**config.mk**
```make
export PLATFORM = sky130hd
export DESIGN_NAME = jt89_mixer
export DESIGN_NICKNAME = d
export VERILOG_FILES = /design/src/rtl/jt89_mixer.sv
export SDC_FILE = /design/constraint.sdc
export NUM_CORES = 1
export LEC_CHECK = 0
export CORE_UTILIZATION = 41
export CTS_BUF_LIST = sky130_fd_sc_hd__clkbuf_8
export CTS_CLUSTER_DIAMETER = 80
export DETAILED_ROUTE_END_ITERATION = 10
export PLACE_DENSITY = 0.6
export SLEW_MARGIN = 20
export SYNTH_ARGS = -nofsm -noshare
export SYNTH_HDL_FRONTEND = slang
export SYNTH_SLANG_ARGS = --single-unit
```
**constraint.sdc**
```tcl
create_clock -name clk -period 23 [get_ports clk]
set_clock_uncertainty 0.05 [all_clocks]
set_input_delay 3.45 -clock clk [delete_from_list [all_inputs] [get_ports clk]]
set_output_delay 3.45 -clock clk [all_outputs]
set_load 0.02 [all_outputs]
```
**src/rtl/jt89_mixer.sv**
```systemverilog
// Serial 4-channel gain mixer for jt89 outputs: snapshot, one shared MAC, saturated 16-bit sample.
// Optional one-pole smoothing filter is enabled by defining JT89_MIX_LPF_EN.
module jt89_mixer #(
    parameter int SHIFT = 2
) (
    input  logic               clk,
    input  logic               rst_n,
    input  logic               cen,
    input  logic signed [9:0]  ch0,
    input  logic signed [9:0]  ch1,
    input  logic signed [9:0]  ch2,
    input  logic signed [9:0]  noise,
    input  logic        [7:0]  gain0,
    input  logic        [7:0]  gain1,
    input  logic        [7:0]  gain2,
    input  logic        [7:0]  gain3,
    output logic signed [15:0] out,
    output logic               sample,
    output logic               peak
);

    typedef enum logic [2:0] {
        SNAP,
        MAC0,
        MAC1,
        MAC2,
        MAC3
`ifdef JT89_MIX_LPF_EN
        , FILT
`endif
    } state_t;

    state_t state_q, state_d;

    logic signed [9:0]  ch_q   [4];
    logic        [7:0]  gain_q [4];
    logic signed [19:0] acc_q, acc_d;
    logic signed [15:0] out_q;
    logic               sample_q, peak_q;

    logic        [1:0]  sel;
    logic               snap_en, mac_en, mac_last, emit;
    logic signed [17:0] prod;
    logic signed [19:0] sum, res;
    logic signed [15:0] sat;
    logic               clip;

    // ---------------- FSM: state register ----------------
    always_ff @(posedge clk or negedge rst_n) begin
        if (!rst_n) state_q <= SNAP;
        // NOTE: sequential state uses non-blocking assignments so every register samples pre-edge values.
        else        state_q <= state_d;
    end

    // ---------------- FSM: next state ----------------
    always_comb begin
        // NOTE: default first so no path leaves state_d unassigned (no latch).
        state_d = state_q;
        if (cen) begin
            unique case (state_q)
                SNAP:    state_d = MAC0;
                MAC0:    state_d = MAC1;
                MAC1:    state_d = MAC2;
                MAC2:    state_d = MAC3;
`ifdef JT89_MIX_LPF_EN
                MAC3:    state_d = FILT;
                FILT:    state_d = SNAP;
`else
                MAC3:    state_d = SNAP;
`endif
                default: state_d = SNAP;
            endcase
        end
    end

    // ---------------- FSM: decoded controls ----------------
    always_comb begin
        snap_en  = 1'b0;
        mac_en   = 1'b0;
        mac_last = 1'b0;
        emit     = 1'b0;
        sel      = 2'd0;
        unique case (state_q)
            SNAP: snap_en = 1'b1;
            MAC0: begin mac_en = 1'b1; sel = 2'd0; end
            MAC1: begin mac_en = 1'b1; sel = 2'd1; end
            MAC2: begin mac_en = 1'b1; sel = 2'd2; end
            MAC3: begin
                mac_en   = 1'b1;
                mac_last = 1'b1;
                sel      = 2'd3;
`ifndef JT89_MIX_LPF_EN
                emit     = 1'b1;
`endif
            end
`ifdef JT89_MIX_LPF_EN
            FILT: emit = 1'b1;
`endif
            default: snap_en = 1'b0;
        endcase
    end

    // ---------------- Datapath ----------------
    // Gain is zero-extended so 255 stays positive; 18-bit product cannot overflow.
    assign prod = $signed({{8{ch_q[sel][9]}}, ch_q[sel]}) * $signed({10'd0, gain_q[sel]});
    assign sum  = acc_q + {{2{prod[17]}}, prod};
    assign res  = sum >>> SHIFT;

    always_comb begin
        acc_d = acc_q;
        if (snap_en)     acc_d = '0;
        else if (mac_en) acc_d = sum;
    end

    always_comb begin
        clip = 1'b1;
        if (res > 20'sd32767)       sat = 16'sh7fff;
        else if (res < -20'sd32768) sat = 16'sh8000;
        else begin
            sat  = res[15:0];
            clip = 1'b0;
        end
    end

`ifdef JT89_MIX_LPF_EN
    logic signed [15:0] x_q;
    logic               clip_q;
    logic signed [17:0] y_q, y_d;
    logic signed [18:0] diff, step;

    assign diff = {{3{x_q[15]}}, x_q} - {y_q[17], y_q};
    assign step = diff >>> 2;
    assign y_d  = y_q + step[17:0];
`endif

    always_ff @(posedge clk or negedge rst_n) begin
        if (!rst_n) begin
            // NOTE: snapshot arrays are small flops, not RAM, so they are cleared with the rest.
            for (int i = 0; i < 4; i++) begin
                ch_q[i]   <= '0;
                gain_q[i] <= '0;
            end
            acc_q    <= '0;
            out_q    <= '0;
            sample_q <= 1'b0;
            peak_q   <= 1'b0;
`ifdef JT89_MIX_LPF_EN
            x_q      <= '0;
            clip_q   <= 1'b0;
            y_q      <= '0;
`endif
        end else if (cen) begin
            if (snap_en) begin
                ch_q[0]   <= ch0;
                ch_q[1]   <= ch1;
                ch_q[2]   <= ch2;
                ch_q[3]   <= noise;
                gain_q[0] <= gain0;
                gain_q[1] <= gain1;
                gain_q[2] <= gain2;
                gain_q[3] <= gain3;
            end
            acc_q    <= acc_d;
            sample_q <= emit;
`ifdef JT89_MIX_LPF_EN
            if (mac_last) begin
                x_q    <= sat;
                clip_q <= clip;
            end
            if (emit) begin
                y_q   <= y_d;
                out_q <= y_d[15:0];
            end
            peak_q <= emit & clip_q;
`else
            if (mac_last) out_q <= sat;
            peak_q <= emit & clip;
`endif
        end
    end

    // Strobes show on the first enabled clk after the update, so they never assert while cen=0.
    assign out    = out_q;
    assign sample = sample_q & cen;
    assign peak   = peak_q & cen;

endmodule

```
==> impl_metrics.env <==
export IMPL_synth_area_um2=8750
export IMPL_path_class="reg2reg"
export IMPL_ios=93
export IMPL_cts_sinks=113
export IMPL_holdBufCountCts=0
export IMPL_ant_nets=0
export IMPL_post_route_drc_count=0
export IMPL_critPathCaptureType="register"
export IMPL_setup_viol=0
export IMPL_ys_seq_area_frac=0.323
export IMPL_max_freq_ghz=0.115
export IMPL_start_util=0.418
export IMPL_area_delta_synth_final_pct=19.0
export IMPL_critical_path_top_delay_family="adder cells"
export IMPL_final_cell_mix="inv_1, dfrtp_1, clkdlybuf4s50_1"
export IMPL_drtPass1Iterations=4
export IMPL_antenna_found_initial=0
export IMPL_hp_class="reg2reg"
export IMPL_worstMarginPinSlew_ps=916
export IMPL_highest_layer="met4"
export IMPL_num_rows=53
export IMPL_netlist_instances=814
export IMPL_endpoint="out[0]"
export IMPL_r2r_cells=27
export IMPL_clockBufferDepth=2
export IMPL_nets=1103
export IMPL_clk_pin_slew_ps=80
export IMPL_cp_required_ps=23230
export IMPL_clk_latency_ps=450
export IMPL_post_synth_num_cell_types=60
export IMPL_rsz0062_at_grt="false"
export IMPL_cts_tree="built"
export IMPL_dieWidth_um=148
export IMPL_synth_edf_count=0
export IMPL_min_period_ps=8670
export IMPL_outcome="finished, final reports clean"
export IMPL_critPathMaxFanout=10
export IMPL_syn_num_nets=1010
export IMPL_antennaDiodeCount=0
export IMPL_wl_met3_um=683
export IMPL_r2r_start="state_q[1]"
export IMPL_maxCapViolations=0
export IMPL_wl_met2_um=8260
export IMPL_maxSlewViolCount=0
export IMPL_rrSetupSlack_ps=14330
export IMPL_core_area_um2=21000
export IMPL_clockRootBuffer="clkbuf_8"
export IMPL_grt_pass1_wl_um=31000
export IMPL_first_global_vias=6236
export IMPL_dpl_hpwl_um=14000
export IMPL_met1_length_um=9120
export IMPL_grt_ovfl_total=0
export IMPL_fin_crit_sh=0.377
export IMPL_path_depth=27
export IMPL_ys_ff_latch=113
export IMPL_slew_headroom=0.389
export IMPL_vias_per_cell=5.10
export IMPL_die_height_um=148
export IMPL_wl_um=18300
export IMPL_r2r_end="out[0]"
export IMPL_final_common_cell="inv_1"
export IMPL_grt_usage=0.181
export IMPL_ctsResizeCount=0
export IMPL_cts_inserted_buffers=17
export IMPL_yosys_warnings=0
export IMPL_h_tree_depth=4
export IMPL_drtIter0Drc=251
export IMPL_crit_start="state_q[1]"
export IMPL_grt_max_degree=74
export IMPL_gp_congestion=0.831
export IMPL_post_cts_buffers=0
export IMPL_critical_path_max_stage_delay_ps=730
export IMPL_tns_ps=0
export IMPL_crit_buf_inv=5
export IMPL_wl_per_cell_um=15.3
export IMPL_dieArea_um2=21900
export IMPL_dr_total_vias=6094
export IMPL_final_layout_size_suffix_gt1_frac=0.152
export IMPL_io_buffers=92
export IMPL_avgSynthCellArea_um2=10.8
export IMPL_worstSetupStartpointType="register"
export IMPL_cp_arrival_ps=8910
export IMPL_hold_violations=0
export IMPL_cpMaxStageDelayCell="mux4_2"
export IMPL_postSynth_asyncResetShare=1.00
export IMPL_crit_top_cell="inv_1"
export IMPL_synthFlopType="dfrtp_1"
==> per-stage QoR <==
| stage | hold WS [ps] | worst slack, ps | cell area [um^2] | cells | utilization |
|---|---|---|---|---|---|
| floorplan | 402 | 14920 | 8750 | 814 | - |
| global placement | 422 | 14400 | 9970 | 1163 | 0.476 |
| detailed placement | 426 | 14270 | 9970 | 1163 | 0.476 |
| CTS | 444 | 14260 | 10400 | 1195 | 0.497 |
| global route | 468 | 13720 | 10400 | 1195 | 0.497 |
| finish | 438 | 14330 | 10400 | 1195 | 0.497 |
==> worst min-delay path by stage <==
stage | slack [ps] | depth (start not counted) | to | startpoint
after floorplan | 400 | 2 | acc_q[19] | acc_q[19]
after global placement | 420 | 2 | out[15] | out[15]
after detailed placement | 430 | 2 | out[15] | out[15]
after CTS | 440 | 2 | out[15] | out[15]
after global routing | 470 | 1 | ch_q[9] | ch_q[9]
final | 440 | 2 | out[15] | out[15]
==> per-layer routing <==
layer	vias to the layer above	global-route usage
met5	-	0
met4	0	0.0531
met3	10	0.0396
met2	101	0.274
met1	3012	0.261
li1	2971	-
==> cell families after synthesis <==
family | after synthesis | synth area share
and+or+nand+nor | 176 | 0.0986
DFF | 113 | 0.323
muxes | 91 | 0.140
xor gates and xnor gates | 31 | 0.0336
AOI/OAI and AO/OA | 142 | 0.116
adders and majority gates | 121 | 0.229
buffers and inverters | 140 | 0.0602
==> layout make-up <==
type,instances,area (um^2)
Fill cell,1963,10500
Clock inverter,15,209
Multi-Input combinational cell,561,5410
Inverter,118,443
Timing Repair Buffer,96,948
Tap cell,275,344
Sequential cell,113,2830
Clock buffer,17,234
==> tightest hold or removal path, cell delays in order, from the launching register on <==
cell and delay (ps):
dfrtp_1 350, nand2_1 40, o21ai_0 60
==> cells in the mapped netlist, drive strengths merged, types with 2 or more instances <==
master	number	share of area
o211ai	5	0.0043
o31a	4	0.0040
o31ai	4	0.0050
a21oi	35	0.020
nand3b	2	0.0017
or2	2	0.0014
dfrtp	113	0.32
a22o	13	0.013
o32ai	2	0.0020
nor3	7	0.0040
buf	2	0.0010
nor2	23	0.010
a311oi	5	0.0050
mux4	18	0.046
o21a	9	0.0077
a31oi	2	0.0014
nor2b	2	0.0014
ha	56	0.080
xor2	6	0.0060
a22oi	9	0.0077
nand4	2	0.0014
mux2	72	0.093
a41o	2	0.0023
nand3	6	0.0034
and2	49	0.035
o21ai	27	0.016
a21o	4	0.0034
or3	6	0.0043
clkbuf	20	0.0086
nand2	70	0.030
inv	118	0.051
nand2b	2	0.0014
o41ai	3	0.0030
xnor2	24	0.025
a211oi	4	0.0051
fa	65	0.15
o21bai	6	0.0051
==> flip-flops by register name (all words and copies together), names as in the netlist <==
| name | cells |
|---|---|
| ch_q | 40 |
| gain_q | 32 |
| acc_q | 20 |
| out | 16 |
| state_q | 3 |
| peak_q | 1 |
| sample_q | 1 |
Power is not shown: default switching activity piles up to over one toggle a cycle in this logic, so the estimate is an artifact.
